<file path="src/rtl/cpu_pkg.sv">
// Shared encodings for the multicycle controller: opcodes, datapath mux/ALU selects,
// FSM states and decoded instruction classes.
package cpu_pkg;

  localparam logic [5:0] OP_RTYPE = 6'b000000;
  localparam logic [5:0] OP_J     = 6'b000010;
  localparam logic [5:0] OP_JAL   = 6'b000011;
  localparam logic [5:0] OP_BEQ   = 6'b000100;
  localparam logic [5:0] OP_ADDIU = 6'b001001;
  localparam logic [5:0] OP_ANDI  = 6'b001100;
  localparam logic [5:0] OP_ORI   = 6'b001101;
  localparam logic [5:0] OP_LUI   = 6'b001111;
  localparam logic [5:0] OP_LW    = 6'b100011;
  localparam logic [5:0] OP_SW    = 6'b101011;

  localparam logic [2:0] ALU_ADD   = 3'd0;
  localparam logic [2:0] ALU_SUB   = 3'd1;
  localparam logic [2:0] ALU_AND   = 3'd2;
  localparam logic [2:0] ALU_OR    = 3'd3;
  localparam logic [2:0] ALU_LUI   = 3'd4;
  localparam logic [2:0] ALU_FUNCT = 3'd7;

  localparam logic [1:0] SRCB_REG     = 2'd0;
  localparam logic [1:0] SRCB_FOUR    = 2'd1;
  localparam logic [1:0] SRCB_IMM     = 2'd2;
  localparam logic [1:0] SRCB_IMM_SL2 = 2'd3;

  localparam logic [1:0] DST_RT = 2'd0;
  localparam logic [1:0] DST_RD = 2'd1;
  localparam logic [1:0] DST_RA = 2'd2;

  localparam logic [1:0] PC_ALU     = 2'd0;
  localparam logic [1:0] PC_ALU_OUT = 2'd1;
  localparam logic [1:0] PC_JUMP    = 2'd2;

  typedef enum logic [3:0] {
    FETCH, DECODE, EXEC_R, EXEC_I, MEM_ADDR, MEM_RD, MEM_WR,
    WB_ALU, WB_MEM, BRANCH, JUMP
  } state_t;

  typedef enum logic [2:0] {
    CL_R, CL_I, CL_LW, CL_SW, CL_BEQ, CL_J, CL_JAL, CL_ILL
  } instr_class_t;

endpackage

</file>
<file path="src/rtl/multicycle_ctrl_if.sv">
// Controller <-> datapath/memory bundle. master = controller side, slave = datapath side.
interface multicycle_ctrl_if;
  logic [5:0] opcode;
  logic [5:0] funct;
  logic       zero;
  logic       mem_ready;

  logic       pc_we;
  logic       ir_we;
  logic       mem_req;
  logic       mem_we;
  logic       reg_we;
  logic       ext_op;
  logic       mem_to_reg;
  logic       alu_src_a;
  logic [1:0] alu_src_b;
  logic [2:0] alu_op;
  logic [1:0] reg_dst;
  logic [1:0] pc_src;
  logic       illegal;
  logic       bus_err;
  logic       instr_done;

  modport master (
    input  opcode, funct, zero, mem_ready,
    output pc_we, ir_we, mem_req, mem_we, reg_we, ext_op, mem_to_reg, alu_src_a,
           alu_src_b, alu_op, reg_dst, pc_src, illegal, bus_err, instr_done
  );

  modport slave (
    output opcode, funct, zero, mem_ready,
    input  pc_we, ir_we, mem_req, mem_we, reg_we, ext_op, mem_to_reg, alu_src_a,
           alu_src_b, alu_op, reg_dst, pc_src, illegal, bus_err, instr_done
  );
endinterface

</file>
<file path="src/rtl/ctrl_dec.sv">
// Combinational opcode decode: instruction class, immediate extension, ALU op, legality.
// MULTICYCLE_CTRL_JAL_EN makes jal (000011) a legal jump-and-link.
module ctrl_dec
  import cpu_pkg::*;
(
  input  logic [5:0]   opcode,
  output instr_class_t cls,
  output logic         ext_op,
  output logic [2:0]   alu_op,
  output logic         legal
);

  always_comb begin
    cls    = CL_ILL;
    ext_op = 1'b1;
    alu_op = ALU_ADD;
    legal  = 1'b1;
    case (opcode)
      OP_RTYPE: begin cls = CL_R; alu_op = ALU_FUNCT; end
      OP_ADDIU: cls = CL_I;
      OP_ANDI:  begin cls = CL_I; ext_op = 1'b0; alu_op = ALU_AND; end
      OP_ORI:   begin cls = CL_I; ext_op = 1'b0; alu_op = ALU_OR;  end
      OP_LUI:   begin cls = CL_I; ext_op = 1'b0; alu_op = ALU_LUI; end
      OP_LW:    cls = CL_LW;
      OP_SW:    cls = CL_SW;
      OP_BEQ:   begin cls = CL_BEQ; alu_op = ALU_SUB; end
      OP_J:     cls = CL_J;
`ifdef MULTICYCLE_CTRL_JAL_EN
      OP_JAL:   cls = CL_JAL;
`endif
      default:  begin cls = CL_ILL; legal = 1'b0; end
    endcase
  end

endmodule

</file>
<file path="src/rtl/multicycle_ctrl.sv">
// Multicycle MIPS-subset control FSM with memory wait timeout (MEM_TIMEOUT).
// MULTICYCLE_CTRL_JAL_EN adds jal handling in JUMP.
module multicycle_ctrl
  import cpu_pkg::*;
#(
  parameter int unsigned MEM_TIMEOUT = 15
) (
  input logic               clk,
  input logic               rst,
  multicycle_ctrl_if.master bus
);

  state_t       state;
  logic [7:0]   wait_cnt;
  instr_class_t cls;
  logic         dec_ext_op;
  logic [2:0]   dec_alu_op;
  logic         dec_legal;
  logic         in_wait;
  logic         timed_out;

  ctrl_dec u_dec (
    .opcode (bus.opcode),
    .cls    (cls),
    .ext_op (dec_ext_op),
    .alu_op (dec_alu_op),
    .legal  (dec_legal)
  );

  assign in_wait   = (state == FETCH) || (state == MEM_RD) || (state == MEM_WR);
  assign timed_out = in_wait && !bus.mem_ready && (wait_cnt == 8'(MEM_TIMEOUT));

  always_ff @(posedge clk) begin
    if (rst) begin
      state    <= FETCH;
      wait_cnt <= '0;
    end else begin
      // Counter only advances while stalled; every exit (incl. FETCH->FETCH timeout) clears it.
      if (in_wait && !bus.mem_ready && !timed_out) wait_cnt <= wait_cnt + 8'd1;
      else                                         wait_cnt <= '0;

      case (state)
        FETCH:    if (bus.mem_ready) state <= DECODE;
        DECODE: begin
          case (cls)
            CL_R:         state <= EXEC_R;
            CL_I:         state <= EXEC_I;
            CL_LW, CL_SW: state <= MEM_ADDR;
            CL_BEQ:       state <= BRANCH;
            CL_J, CL_JAL: state <= JUMP;
            default:      state <= FETCH;
          endcase
        end
        EXEC_R, EXEC_I: state <= WB_ALU;
        MEM_ADDR: state <= (cls == CL_LW) ? MEM_RD : MEM_WR;
        MEM_RD: begin
          if (bus.mem_ready)  state <= WB_MEM;
          else if (timed_out) state <= FETCH;
        end
        MEM_WR:   if (bus.mem_ready || timed_out) state <= FETCH;
        default:  state <= FETCH;
      endcase
    end
  end

  // Outputs decode from state (plus mem_ready/zero) so handshakes complete in the same cycle.
  always_comb begin
    bus.pc_we      = 1'b0;
    bus.ir_we      = 1'b0;
    bus.mem_req    = 1'b0;
    bus.mem_we     = 1'b0;
    bus.reg_we     = 1'b0;
    bus.ext_op     = 1'b0;
    bus.mem_to_reg = 1'b0;
    bus.alu_src_a  = 1'b0;
    bus.alu_src_b  = SRCB_REG;
    bus.alu_op     = ALU_ADD;
    bus.reg_dst    = DST_RT;
    bus.pc_src     = PC_ALU;
    bus.illegal    = 1'b0;
    bus.bus_err    = 1'b0;
    bus.instr_done = 1'b0;
    if (!rst) begin
      case (state)
        FETCH: begin
          bus.alu_src_b = SRCB_FOUR;
          bus.mem_req   = ~timed_out;
          bus.bus_err   = timed_out;
          bus.ir_we     = bus.mem_ready;
          bus.pc_we     = bus.mem_ready;
        end
        DECODE: begin
          bus.ext_op    = 1'b1;
          bus.alu_src_b = SRCB_IMM_SL2;
          bus.illegal   = ~dec_legal;
        end
        EXEC_R: begin
          bus.alu_src_a = 1'b1;
          bus.alu_op    = ALU_FUNCT;
        end
        EXEC_I, MEM_ADDR: begin
          bus.alu_src_a = 1'b1;
          bus.alu_src_b = SRCB_IMM;
          bus.ext_op    = dec_ext_op;
          bus.alu_op    = dec_alu_op;
        end
        MEM_RD: begin
          bus.mem_req = ~timed_out;
          bus.bus_err = timed_out;
        end
        MEM_WR: begin
          bus.mem_req    = ~timed_out;
          bus.mem_we     = ~timed_out;
          bus.bus_err    = timed_out;
          bus.instr_done = bus.mem_ready;
        end
        WB_ALU: begin
          bus.reg_we     = 1'b1;
          bus.reg_dst    = (cls == CL_R) ? DST_RD : DST_RT;
          bus.instr_done = 1'b1;
        end
        WB_MEM: begin
          bus.reg_we     = 1'b1;
          bus.mem_to_reg = 1'b1;
          bus.instr_done = 1'b1;
        end
        BRANCH: begin
          bus.alu_src_a  = 1'b1;
          bus.alu_op     = ALU_SUB;
          bus.pc_src     = PC_ALU_OUT;
          bus.pc_we      = bus.zero;
          bus.instr_done = 1'b1;
        end
        JUMP: begin
          bus.pc_we      = 1'b1;
          bus.pc_src     = PC_JUMP;
          bus.instr_done = 1'b1;
          if (cls == CL_JAL) begin
            bus.reg_we  = 1'b1;
            bus.reg_dst = DST_RA;
          end
        end
        default: ;
      endcase
    end
  end

endmodule

</file>
<file path="src/flat_wrapper.sv">
// flat-port wrapper written by rule: the top's interface ports become plain ports
module multicycle_ctrl_flat import cpu_pkg::*;
#(
  parameter int unsigned MEM_TIMEOUT = 15
)
  (clk, rst, bus_opcode, bus_funct, bus_zero, bus_mem_ready, bus_pc_we, bus_ir_we, bus_mem_req, bus_mem_we, bus_reg_we, bus_ext_op, bus_mem_to_reg, bus_alu_src_a, bus_alu_src_b, bus_alu_op, bus_reg_dst, bus_pc_src, bus_illegal, bus_bus_err, bus_instr_done);
  multicycle_ctrl_if bus_i ();
  input logic clk;
  input logic rst;
  input wire logic [$bits(bus_i.opcode)-1:0] bus_opcode;
  input wire logic [$bits(bus_i.funct)-1:0] bus_funct;
  input wire logic [$bits(bus_i.zero)-1:0] bus_zero;
  input wire logic [$bits(bus_i.mem_ready)-1:0] bus_mem_ready;
  output wire logic [$bits(bus_i.pc_we)-1:0] bus_pc_we;
  output wire logic [$bits(bus_i.ir_we)-1:0] bus_ir_we;
  output wire logic [$bits(bus_i.mem_req)-1:0] bus_mem_req;
  output wire logic [$bits(bus_i.mem_we)-1:0] bus_mem_we;
  output wire logic [$bits(bus_i.reg_we)-1:0] bus_reg_we;
  output wire logic [$bits(bus_i.ext_op)-1:0] bus_ext_op;
  output wire logic [$bits(bus_i.mem_to_reg)-1:0] bus_mem_to_reg;
  output wire logic [$bits(bus_i.alu_src_a)-1:0] bus_alu_src_a;
  output wire logic [$bits(bus_i.alu_src_b)-1:0] bus_alu_src_b;
  output wire logic [$bits(bus_i.alu_op)-1:0] bus_alu_op;
  output wire logic [$bits(bus_i.reg_dst)-1:0] bus_reg_dst;
  output wire logic [$bits(bus_i.pc_src)-1:0] bus_pc_src;
  output wire logic [$bits(bus_i.illegal)-1:0] bus_illegal;
  output wire logic [$bits(bus_i.bus_err)-1:0] bus_bus_err;
  output wire logic [$bits(bus_i.instr_done)-1:0] bus_instr_done;
  assign bus_i.opcode = bus_opcode;
  assign bus_i.funct = bus_funct;
  assign bus_i.zero = bus_zero;
  assign bus_i.mem_ready = bus_mem_ready;
  assign bus_pc_we = bus_i.pc_we;
  assign bus_ir_we = bus_i.ir_we;
  assign bus_mem_req = bus_i.mem_req;
  assign bus_mem_we = bus_i.mem_we;
  assign bus_reg_we = bus_i.reg_we;
  assign bus_ext_op = bus_i.ext_op;
  assign bus_mem_to_reg = bus_i.mem_to_reg;
  assign bus_alu_src_a = bus_i.alu_src_a;
  assign bus_alu_src_b = bus_i.alu_src_b;
  assign bus_alu_op = bus_i.alu_op;
  assign bus_reg_dst = bus_i.reg_dst;
  assign bus_pc_src = bus_i.pc_src;
  assign bus_illegal = bus_i.illegal;
  assign bus_bus_err = bus_i.bus_err;
  assign bus_instr_done = bus_i.instr_done;
  multicycle_ctrl #(.MEM_TIMEOUT(MEM_TIMEOUT)) u_core (.clk(clk), .rst(rst), .bus(bus_i));
endmodule
</file>
<file path="config.mk">
export PLATFORM = sky130hd
export DESIGN_NAME = multicycle_ctrl_flat
export DESIGN_NICKNAME = d
export VERILOG_FILES = /design/src/rtl/cpu_pkg.sv /design/src/rtl/multicycle_ctrl_if.sv /design/src/rtl/ctrl_dec.sv /design/src/rtl/multicycle_ctrl.sv /design/src/flat_wrapper.sv
export SDC_FILE = /design/constraint.sdc
export NUM_CORES = 1
export LEC_CHECK = 0
export CORE_ASPECT_RATIO = 0.7
export CORE_MARGIN = 4
export CORE_UTILIZATION = 48
export CTS_BUF_LIST = sky130_fd_sc_hd__clkbuf_8
export CTS_CLUSTER_DIAMETER = 80
export DETAILED_ROUTE_END_ITERATION = 10
export PLACE_DENSITY = 0.79
export SYNTH_ARGS = -nofsm -noshare
export SYNTH_HDL_FRONTEND = slang
export SYNTH_SLANG_ARGS = --single-unit
export TNS_END_PERCENT = 30
</file>
<file path="constraint.sdc">
create_clock -name clk -period 5.8 [get_ports clk]
set_input_delay 1.74 -clock clk [delete_from_list [all_inputs] [get_ports clk]]
set_output_delay 1.74 -clock clk [all_outputs]
set_load 0.03 [all_outputs]
</file>
[Word level (Yosys, flattened, before mapping)]
Index checks and enable logic that the tools add are counted.
Storage, ports and cells
  word-level logic and storage cells: 102
  register bits after elaboration: 12
Cells by class
  $add $sub $neg: 1
  reduce and logical (&&, ||, !) cells: 24
  eq/ne operators: 28
  muxes and demuxes: 44
  bitwise operators: 3
Operators by type and width (number)
  equality test 6 x 4 -> 1 bit (second input constant): 4
  case mux 4 bit (6 select lines): 1
  2-to-1 mux 1 bit: 22
  case mux 4 bit (5 select lines): 1
  case mux 3 bit (6 select lines): 1
  equality test 4 x 3 -> 1 bit (second input constant): 4
  2-to-1 mux 4 bit: 4
  case mux 3 bit (5 select lines): 1
  equality test 4 bit (second input constant): 3
  equality test 6 bit (second input constant): 2
  OR reduction 2 bit: 6
  OR reduction 4 bit: 3
  2-to-1 mux 2 bit: 5
  equality test 3 bit (second input constant): 3
  case mux 3 bit (3 select lines): 1
  OR reduction 9 bit: 1
  adder 8 x 1 -> 8 bit (second input constant): 1
  equality test 4 x 2 -> 1 bit (second input constant): 2
  equality test 8 x 4 -> 1 bit (second input constant): 1
  case mux 2 bit (2 select lines): 2
  equality test 3 x 2 -> 1 bit (second input constant): 2
  equality test 6 x 2 -> 1 bit (second input constant): 1
  equality test 6 x 3 -> 1 bit (second input constant): 1
  logical NOT 6 bit: 1
  other kinds (16): 27

[Logic depth before layout (Yosys ltp)]
Gate-level depths: netlist of the first run.
  depth after elaboration: 9
  depth in mapped cells: 6
  depth with buffers taken out: 6

[By module]
Synthesis of the first run repeated with hierarchy kept, for this count alone.
Unflattened totals
  cells, all modules: 173
  area total of the unflattened synthesis: 1207.4 um2
By module, submodules not included
  multicycle_ctrl: area each 989.7 um2, seq. area each 240.2 um2, cells an instance 138, times used 1
  ctrl_dec: area each 217.7 um2, seq. area each 0.0 um2, cells an instance 35, times used 1

[Worst setup path before layout of the first run]
No wires, ideal clock.
  kind: input-to-output
  start: in bus_opcode[3]
  end: out bus_reg_dst[0]
  buffers on the path: 1
  arrival: 3427 ps
  setup slack: 633 ps
  stages: 4
  data required time: 4060 ps
  cells stage by stage: buf_2 -> or3_1 -> or2_1 -> nor4_1
On the way
  longest elaborated chain between the ends: 7
Ends and longest elaborated chain
  start: declaration: RTL line flat_wrapper.sv:10  | input wire logic [$bits(bus_i.opcode)-1:0] bus_opcode;
  equality test 6 x 4 -> 1 bit: RTL line ctrl_dec.sv:18  | case (opcode)
  OR reduction 4 bit (no source line)
  case mux 3 bit (6 select lines) *: RTL line ctrl_dec.sv:18
  logical NOT 3 bit *: RTL line multicycle_ctrl.sv:119  | bus.reg_dst = (cls == CL_R) ? DST_RD : DST_RT;
  2-to-1 mux 1 bit *: RTL line multicycle_ctrl.sv:119
  case mux 2 bit (2 select lines) *: RTL line multicycle_ctrl.sv:84  | case (state)
  2-to-1 mux 2 bit *: RTL line multicycle_ctrl.sv:83  | if (!rst) begin
  end: declaration: RTL line flat_wrapper.sv:24  | output wire logic [$bits(bus_i.reg_dst)-1:0] bus_reg_dst;
Every way passes the cells marked *; elsewhere a longest branch is shown, timed or not.

[Worst setup path after layout of the first run]
  start: in bus_opcode[0]
  end: out bus_reg_dst[0]
The elaborated chain is that of the path after synthesis.

==> results.md, run 1 <==
* Leak Pwr at around 0.56 nW
* Gp weighted congestion at about 0.86
* Fillers at 210
* Part of the cycle the worst path needs at 0.9799
* Diode count at 0
* Post-synth ARST share at 0
* Worst hold path startpoint: u_core.wait_cnt[0]
* Core ar. at ~2200 um^2
* Largest net degree at the start of global routing at 19
* Final setup TNS at 0 ns
* Register area share after synthesis at 0.2167
* Most frequent CP cell: clkdlybuf4s50_1
* Cells after Synth at ~160
* Layout Nets at slightly above 200
* Leading cell type in the layout, fill and taps excluded: nor2_1
* Hold Path End: u_core.wait_cnt[0]
* Reg clk slew, reported paths at about 0.05 ns
* Gr usage total at 0.2151
* Quantity of I/O buffers inserted on ports at 28
* DR DRC count at 0
* Crit path max fanout at 4
* First-pass GRT wire length at just over 5000 um
* Crit path time final at approximately 5.7 ns
* Worst flop-to-flop path endpoint: u_core.state[1]
* Register bit total from synthesis at 12
* Internal reg-to-reg setup slack at 3.81 ns
* Post-DP HPWL at approximately 2500 um
* Drt wl/cell at roughly 15 um
* Mapped Area at approximately 1100 um^2
* Storage cell area at about 240 um^2
* Final Skew at just over 0.003 ns
* Die Area at between 3000 and 4000 um^2
* Std cell rows at 14
* Final antenna-violating net count at 0
* # setup viols final at 0
* Crit start category: input pin
* DP Area at roughly 1400 um^2
* Clk sink count at 12
* Layout area overhead at 31.72%
* Hold Path Depth at 1
* Synthesized area per cell at between 6 and 7 um^2
* Total of max-cap violations at 0
* Delay-heaviest family, CP: buffers and inverters
* Cts bufs inserted at 3
* Initial core utilization at 0.5104
* Setup repair after global routing missed its margin: no
* Max stage delay on crit path at 0.74 ns
* Min-delay worst type: reg -> reg
* CP endpoint kind: output pin
* Setup CP Type: in -> out
* CTS tree: built
* Pins Over Slew Limit at 0
* Layout cells sized above 1 at 0.1117
* Most used DFF post-synth: dfxtp_1
* Slew headroom at 0.5146
* Reg2Reg Launch Point: u_core.state[2]
* Drt initial violations at a little under 100
* Slowest cell on crit path: clkdlybuf4s50_1
* GR Overflow Total at 0
* Ys Warns at 0
* TritonRoute pass-1 iters at 4
* Pwr Density at roughly 350 nW/um^2
* Post-synthesis net count at around 180
* Die Height at between 40 and 50 um
* Synth cell types at 48
* Status: complete, no violations
* Worst-Skew Late Latency at about 0.24 ns
* Most frequent cells in the layout: nor2_1 (28), clkdlybuf4s50_1 (26), nand2_1 (12), a21oi_1 (12), dfxtp_1 (12)
* DIE WIDTH at between 60 and 70 um
* WP data arrival at 3.94 ns
* Vias in the first global route at around 1,100
* Final Worst Setup Slack at about 0.12 ns
* F_max at ~180 MHz
* Vias at 1,263
* Crit path required time at ~4.1 ns
* Reg2reg path depth at 5
* I/O pins at 36
* Least-Margin Pin Slew at between 0.7 and 0.8 ns
* Cell breakdown of the critical path: clkdlybuf4s50_1 -> or3_1 -> or2_1 -> nor4_1 -> clkdlybuf4s50_1
* Antenna violations before repair at 0
* Buf/Inv on CP at 2
* Clock root cell: clkbuf_8
* Post-Route WL at 3194 um
* Peak supply drop at around 260 uV
* Placement Setup Slack at 0.1271 ns
* Multi-input gate area at between 800 and 900 um^2
* Final Instance Area at about 1500 um^2
* Clock Path Buffers at 2
* Final hold vios at 0
* H-tree Lvls at 1
* Vias/cell at about 5.7
* Post-synth EDFFs at 0
==> worst max-delay path by stage <==
| stage | startpoint | endpoint | slack [ns] | cells past startpoint |
|---|---|---|---|---|
| floorplan | bus_opcode[3] | bus_reg_dst[0] | 0.63 | 4 |
| global placement | bus_opcode[0] | bus_alu_op[2] | 0.13 | 7 |
| detailed placement | bus_opcode[0] | bus_alu_op[0] | 0.13 | 8 |
| CTS | bus_opcode[0] | bus_alu_op[0] | 0.11 | 8 |
| global route | bus_opcode[3] | bus_alu_op[2] | 0.001 | 7 |
| finish | bus_opcode[0] | bus_reg_dst[0] | 0.12 | 5 |
==> synth_stat cells (all sizes together) (2+ instances only) <==
cell type,n,share of area
dfxtp,12,0.22
nor3,9,0.050
clkbuf,4,0.014
and3,6,0.034
nor4,5,0.028
nor2b,5,0.030
nand2,13,0.051
inv,3,0.010
buf,6,0.035
o21ai,5,0.023
or3,3,0.017
a311oi,2,0.016
or2,3,0.017
o211ai,3,0.025
nand3,10,0.045
nand2b,3,0.017
xnor2,2,0.016
a21boi,3,0.020
xor2,5,0.040
nor2,31,0.11
a21oi,12,0.054
==> registers in the layout, summed over array words and instances, names as in the netlist <==
name	flops
u_core.wait_cnt	8
u_core.state	4
==> metal layers <==
| metal | vias up | global-route usage | wire [um] |
|---|---|---|---|
| li1 | 636 | - | - |
| met1 | 561 | 0.3145 | 1567 |
| met2 | 62 | 0.3179 | 1296 |
| met3 | 4 | 0.06221 | 311 |
| met4 | 0 | 0.03719 | 19 |
| met5 | - | 0 | 0 |
==> power by group <==
part | total (mW) | internal [mW] | switching [mW]
clock | 0.0917 | 0.0600 | 0.0316
sequential | 0.140 | 0.0946 | 0.0457
combinational | 0.283 | 0.113 | 0.170
==> layout make-up <==
cell class,instances,area share
multi-input cells,137,0.5501
repair buffers,32,0.2125
flip-flops and latches,12,0.1645
clock buffers,4,0.03770
well taps,32,0.02742
inverters,3,0.007712
==> through the flow <==
stage	utilization	cells	power (mW)	hold slack (ns)
3_5_place_dp	0.6457	216	0.4176	0.4361
5_1_grt	0.6722	220	0.5472	0.4542
3_3_place_gp	0.6457	216	0.4096	0.4267
4_1_cts	0.6711	220	0.5103	0.4469
2_1_floorplan	-	162	0.3345	0.4132
6_report	0.6722	220	0.5150	0.4418
==> timing repair <==
item	4_1_cts	5_1_grt
setup buffers	0	0
resized for setup	0	1
hold buffers	0	0
endpoints found under the setup margin	0	1
==> cell families after synthesis <==
logic type,synth area share
other cells,0.003383
xor+xnor,0.05531
buf+inv,0.05869
compound gates,0.2133
fa+ha+maj,0.01128
simple gates,0.4413
flops,0.2167
No activity file was read; power rests on OpenSTA's default activity.
==> run 2, diff against run 1 <==
Settings changed: GPL_TIMING_DRIVEN from default to 0.
==> results.md, run 2 (synthesis results as in run 1) <==
* Final hold vios at 0 (unchanged)
* Crit path time final at 5.741 ns (was 5.683 ns)
* Pins Over Slew Limit at 0 (unchanged)
* Least-Margin Pin Slew at 0.5218 ns (was 0.7271 ns)
* Std cell rows at 14 (unchanged)
* Antenna violations before repair at 0 (unchanged)
* # setup viols final at 0 (unchanged)
* M1 wire length at 1589 um (was 1567 um)
* Clock root cell: clkbuf_8 (unchanged)
* Worst-Skew Late Latency at 0.24 ns (about the same)
* Reg clk slew, reported paths at 0.06 ns (was 0.05 ns)
* WP data arrival at 4.00 ns (was 3.94 ns)
* Final Worst Setup Slack at 0.05860 ns (was 0.1168 ns)
* I/O pins at 36 (unchanged)
* Pwr Density at 361.2 nW/um^2 (was 352.7 nW/um^2)
* F_max at 174.2 MHz (was 176.0 MHz)
* Metal2 WL at 1305 um (was 1296 um)
* Peak supply drop at 221.6 uV (was 264.0 uV)
* Crit path max fanout at 9 (was 4)
* Most frequent cells in the layout: nor2_1 (28), clkdlybuf4s50_1 (23), nand2_1 (12), a21oi_1 (12), dfxtp_1 (12) (was nor2_1 (28), clkdlybuf4s50_1 (26), nand2_1 (12), a21oi_1 (12), dfxtp_1 (12))
* Vias at 1,338 (was 1,263)
* Placement Setup Slack at -0.02033 ns (was 0.1271 ns)
* Post-DP HPWL at 2543 um (was 2479 um)
* Clock Path Buffers at 2 (unchanged)
* CTS Hold Buffers Added at 0 (unchanged)
* Layout area overhead at 32.05% (was 31.72%)
* Final antenna-violating net count at 0 (unchanged)
* Die Area at 3155 um^2 (unchanged)
* TritonRoute pass-1 iters at 4 (unchanged)
* Drt wl/cell at 14.98 um (was 14.52 um)
* Total of max-cap violations at 0 (unchanged)
* Gr usage total at 0.2249 (was 0.2151)
* Setup CP Type: in -> out (unchanged)
* Final Skew at 0.004749 ns (was 0.003058 ns)
* Gp weighted congestion at 0.9726 (was 0.8625)
* Storage cell area at 240.2 um^2 (unchanged)
* Min-delay worst type: reg -> reg (unchanged)
* Largest registers: u_core.wait_cnt: 8 flops, u_core.state: 4 flops (unchanged)
* Clk sink count at 12 (unchanged)
* Vias in the first global route at 1,119 (was 1,109)
* DR DRC count at 0 (unchanged)
* DIE WIDTH at 65.44 um (unchanged)
* Setup repair after global routing missed its margin: no (unchanged)
* Largest net degree at the start of global routing at 11 (was 19)
* Initial core utilization at 0.5104 (unchanged)
* Metal3 WL at 411 um (was 311 um)
* Multi-input gate area at 803.3 um^2 (unchanged)
* GR Overflow Total at 0 (unchanged)
* Finished Core Util at 0.6740 (was 0.6722)
* Part of the cycle the worst path needs at 0.9899 (was 0.9799)
* Register with the most flip-flops: u_core.wait_cnt (unchanged)
* Leading cell type in the layout, fill and taps excluded: nor2_1 (unchanged)
* CTS tree: built (unchanged)
* Fillers at 201 (was 210)
* CP endpoint kind: output pin (unchanged)
* Core ar. at 2172 um^2 (unchanged)
* Die Height at 48.21 um (unchanged)
* Diode count at 0 (unchanged)
* Status: complete, no violations (unchanged)
* Drt initial violations at 95 (was 98)
* H-tree Lvls at 1 (unchanged)
* Cts bufs inserted at 3 (unchanged)
* Crit path required time at 4.06 ns (about the same)
* Slew headroom at 0.6512 (was 0.5146)
* PnR Total Power at 0.5288 mW (was 0.5150 mW)
* Max FFs per register at 8 (unchanged)
* Crit start category: input pin (unchanged)
* Vias/cell at 5.973 (was 5.741)
* Post-Route WL at 3356 um (was 3194 um)
* Layout Nets at 210 (was 206)
* Layout cells sized above 1 at 0.1146 (was 0.1117)
* First-pass GRT wire length at 5368 um (was 5168 um)
* Leak Pwr at 0.5772 nW (was 0.5603 nW)
* Max Used Layer: met4 (unchanged)
* Quantity of I/O buffers inserted on ports at 26 (was 28)
-- run 2: cell count changes in the layout (fill, tap and decap cells not counted), sizes merged --
cell / previous run / this run
dlygate4sd2: 0 / 2
clkbuf: 4 / 8
buf: 5 / 6
clkdlybuf4s50: 26 / 23
-- run 2: repair_timing --
| action | CTS | global route |
|---|---|---|
| endpoints found under the setup margin | 2 | 1 |
| gates resized for setup | 2 | 1 |
| gates cloned | 0 | 0 |
| setup buffers | 0 | 0 |
-- run 2: final cells by class --
type	count	area share
Clock buffer	4	0.03761
Multi-Input combinational cell	137	0.5487
Buffer	10	0.03675
Timing Repair Buffer	26	0.1778
Sequential cell	12	0.1641
Tap cell	32	0.02735
Inverter	3	0.007692
-- run 2: path summary, 6_finish.rpt --
path                                          from                  to  slack (ns)  depth (start not counted)
worst max-delay path                 bus_opcode[2]       bus_alu_op[1]        0.06                          5
worst min-delay path            u_core.wait_cnt[0]  u_core.wait_cnt[0]        0.44                          1
worst max register to register  u_core.wait_cnt[0]     u_core.state[1]        4.10                          6
worst min register to register  u_core.wait_cnt[0]  u_core.wait_cnt[0]        0.44                          1
-- run 2: per-layer routing --
| layer | GRT usage | up-vias |
|---|---|---|
| li1 | - | 635 |
| met1 | 0.3255 | 605 |
| met2 | 0.3099 | 90 |
| met3 | 0.07834 | 8 |
| met4 | 0.07025 | 0 |
| met5 | 0 | - |
-- run 2: critical path, cell delays in order --
cell	delay (ns)
clkdlybuf4s50_1	0.58
or3_1	0.48
a2111o_1	0.38
a21oi_1	0.13
clkdlybuf4s50_1	0.69
-- run 2: per-stage QoR --
stage / cell area, um^2 / instances / setup TNS, ns / hold slack [ns]
after CTS: 1461 / 224 / 0 / 0.4404
final: 1464 / 224 / 0 / 0.4392
after global routing: 1464 / 224 / 0 / 0.4675
after floorplan: 1109 / 162 / 0 / 0.4132
after detailed placement: 1409 / 220 / -0.03052 / 0.4327
after global placement: 1409 / 220 / 0 / 0.4281
-- run 2: power by group --
part	total [mW]	switching, mW	internal [mW]
sequential	0.107	0.0122	0.0946
clock	0.0907	0.0308	0.0599
combinational	0.331	0.209	0.122
==> run 3, diff against run 2 <==
Settings changed: ABC_AREA from default to 1, PLACE_DENSITY 0.79 to 0.8.
==> results.md, run 3 <==
* Status: complete, no violations (unchanged)
* Internal power at 0.2532 mW (was 0.2766 mW)
* DR DRC count at 0 (unchanged)
* Max FFs per register at 8 (unchanged)
* Crit path required time at 4.06 ns (about the same)
* Slowest cell on crit path: clkdlybuf4s50_1 (unchanged)
* Crit start category: input pin (unchanged)
* Peak supply drop at 194.4 uV (was 221.6 uV)
* Cells after DPL at 232 (was 220)
* Layout area overhead at 35.56% (was 32.05%)
* Drt initial violations at 78 (was 95)
* Layout Nets at 224 (was 210)
* Buf/Inv on CP at 4 (was 2)
* Synth cell types at 32 (was 48)
* Reg clk slew, reported paths at 0.05 ns (was 0.06 ns)
* Antenna violations before repair at 0 (unchanged)
* Seq pwr share at 0.222 (was 0.202)
* CTS Hold Buffers Added at 0 (unchanged)
* Clock Power Share at 0.196 (was 0.172)
* Most frequent cell after synthesis: nor2_1 (unchanged)
* Cts bufs inserted at 3 (unchanged)
* Crit path time final at 5.498 ns (was 5.741 ns)
* GR Overflow Total at 0 (unchanged)
* Share of the synthesized area in the top cell type at 0.2291 (was 0.2167)
* Most frequent cells in the layout: nor2_1 (30), inv_1 (28), clkdlybuf4s50_1 (28), nand2_1 (24), nand3_1 (18) (was nor2_1 (28), clkdlybuf4s50_1 (23), nand2_1 (12), a21oi_1 (12), dfxtp_1 (12))
* F_max at 181.9 MHz (was 174.2 MHz)
* Final antenna-violating net count at 0 (unchanged)
* Core ar. at 1968 um^2 (was 2172 um^2)
* Final Skew at 0.009944 ns (was 0.004749 ns)
* Internal reg-to-reg setup slack at 4.16 ns (was 4.10 ns)
* Die Height at 47.11 um (was 48.21 um)
* Top post-synthesis cells by area: dfxtp_1 (23%), nor2_1 (11%), inv_1 (10%) (was dfxtp_1 (22%), nor2_1 (9.5%), a21oi_1 (5.4%))
* Initial core utilization at 0.5327 (was 0.5104)
* Final setup TNS at 0 ns (unchanged)
* Leak Pwr at 0.6317 nW (was 0.5772 nW)
* Min-delay worst type: reg -> reg (unchanged)
* Std cell rows at 13 (was 14)
* Clock root cell: clkbuf_8 (unchanged)
* Pwr Density at 339.5 nW/um^2 (was 361.2 nW/um^2)
* Least-Margin Pin Slew at 0.5041 ns (was 0.5218 ns)
* DIE WIDTH at 63.86 um (was 65.44 um)
* Synthesized area per cell at 6.026 um^2 (was 6.843 um^2)
* Largest net degree at the start of global routing at 11 (unchanged)
* Total of max-cap violations at 0 (unchanged)
* First-pass GRT wire length at 4581 um (was 5368 um)
* Post-synthesis net count at 191 (was 179)
* Cell breakdown of the critical path: clkdlybuf4s50_1 -> clkbuf_1 -> clkbuf_1 -> nor2_1 -> clkdlybuf4s50_1 (was clkdlybuf4s50_1 -> or3_1 -> a2111o_1 -> a21oi_1 -> clkdlybuf4s50_1)
* Diode count at 0 (unchanged)
* Register bit total from synthesis at 12 (unchanged)
* Drt wl/cell at 11.63 um (was 14.98 um)
* Vias/cell at 5.169 (was 5.973)
* Post-CTS sizing at 0 (was 2)
* CTS tree: built (unchanged)
* Most instantiated cells after synthesis: nor2_1 (30), inv_1 (28), nand2_1 (24), nand3_1 (18), dfxtp_1 (12) (was nor2_1 (28), a21oi_1 (12), dfxtp_1 (12), nand2_1 (12), nand3_1 (10))
* Vias in the first global route at 1,068 (was 1,119)
* I/O pins at 36 (unchanged)
* Delay-heaviest family, CP: buffers and inverters (unchanged)
* # setup viols final at 0 (unchanged)
* Largest registers: u_core.wait_cnt: 8 flops, u_core.state: 4 flops (unchanged)
* Part of the cycle the worst path needs at 0.9480 (was 0.9899)
* Pins Over Slew Limit at 0 (unchanged)
* Post-synth ARST share at 0 (unchanged)
* Switching part of the total at 0.4754 (was 0.4769)
* Leading cell type in the layout, fill and taps excluded: nor2_1 (unchanged)
* Ys Warns at 0 (unchanged)
* WP data arrival at 3.76 ns (was 4.00 ns)
* Die Area at 3008 um^2 (was 3155 um^2)
* Slew headroom at 0.6639 (was 0.6512)
* Post-Route WL at 2745 um (was 3356 um)
* Final hold vios at 0 (unchanged)
* Register with the most flip-flops: u_core.wait_cnt (unchanged)
* Setup repair after global routing missed its margin: no (unchanged)
* Mapped Area at 1049 um^2 (was 1109 um^2)
* Setup Fix Bufs, Post-CTS at 0 (unchanged)
* Gate power share at 0.582 (was 0.627)
* Quantity of I/O buffers inserted on ports at 28 (was 26)
* Final std cells w/o fill at 236 (was 224)
* Worst-Skew Late Latency at 0.25 ns (was 0.24 ns)
* Max stage delay on crit path at 0.61 ns (was 0.69 ns)
* Register area share after synthesis at 0.2291 (was 0.2167)
* Clk sink count at 12 (unchanged)
* Sw Pwr at 0.2294 mW (was 0.2521 mW)
* Post-DP HPWL at 2257 um (was 2543 um)
* Yosys top cell by area: dfxtp_1 (unchanged)
* H-tree Lvls at 1 (unchanged)
* Gp weighted congestion at 0.8336 (was 0.9726)
* Setup CP Type: in -> out (unchanged)
* Gr usage total at 0.1989 (was 0.2249)
* Cells after Synth at 174 (was 162)
* Post-synth EDFFs at 0 (unchanged)
* Most used DFF post-synth: dfxtp_1 (unchanged)
* TritonRoute pass-1 iters at 4 (unchanged)
* CP endpoint kind: output pin (unchanged)
* Crit path max fanout at 10 (was 9)
* Clock Path Buffers at 2 (unchanged)
* Layout cells sized above 1 at 0.1068 (was 0.1146)
* Vias at 1,220 (was 1,338)
[run 3: changes by cell type in the layout (fill, tap and decap cells not counted), sizes merged, moves of 6 or more]
cell | previous run | this run
nand3 | 10 | 20
and3 | 6 | 0
inv | 3 | 32
nand2 | 13 | 26
[run 3: final cells by class]
cell class	instances	area [um^2]
plain buffers	3	15.01
clock buffers	4	55.05
inverters	32	122.6
flip-flops and latches	12	240.2
multi-input cells	127	670.6
well taps	30	37.54
repair buffers	28	280.3
fillers	179	546.8
[run 3: per-layer routing]
layer | vias up | track usage | part of all wire
li1 | 629 | - | -
met1 | 530 | 0.2564 | 0.47
met2 | 58 | 0.3265 | 0.42
met3 | 3 | 0.06220 | 0.10
met4 | 0 | 0.06009 | 0.0077
met5 | - | 0 | 0
[run 3: power groups by stage]
stage | Combinational (mW) | Clock [mW] | Sequential, mW
6_report | 0.281 | 0.0946 | 0.107
5_1_grt | 0.306 | 0.0997 | 0.109
4_1_cts | 0.279 | 0.0955 | 0.107
3_5_place_dp | 0.279 | 0 | 0.109
3_3_place_gp | 0.273 | 0 | 0.109
2_1_floorplan | 0.195 | 0 | 0.106
[run 3: cells by family after synthesis]
family,Yosys count,share of synthesized area
compound gates,20,0.1146
xor+xnor,4,0.03342
fa+ha+maj,1,0.01193
buf+inv,35,0.1313
flops,12,0.2291
other cells,1,0.003577
simple gates,101,0.4761
[run 3: final timing paths]
check | start | to | depth (start not counted)
min | u_core.wait_cnt[0] | u_core.wait_cnt[0] | 1
max | rst | bus_mem_req | 5
min reg2reg | u_core.wait_cnt[0] | u_core.wait_cnt[0] | 1
max reg2reg | u_core.wait_cnt[0] | u_core.state[1] | 10
[run 3: per-stage QoR]
step | power [mW] | instance area (um^2) | setup WS [ns] | hold slack [ns] | utilization
4_1_cts | 0.4817 | 1421 | 0.3214 | 0.4581 | 0.7222
5_1_grt | 0.5155 | 1421 | 0.1987 | 0.4828 | 0.7222
2_1_floorplan | 0.3014 | 1049 | 1.167 | 0.4175 | -
6_report | 0.4826 | 1421 | 0.3015 | 0.4521 | 0.7222
3_5_place_dp | 0.3871 | 1366 | 0.3484 | 0.4464 | 0.6942
3_3_place_gp | 0.3815 | 1366 | 0.3607 | 0.4269 | 0.6942
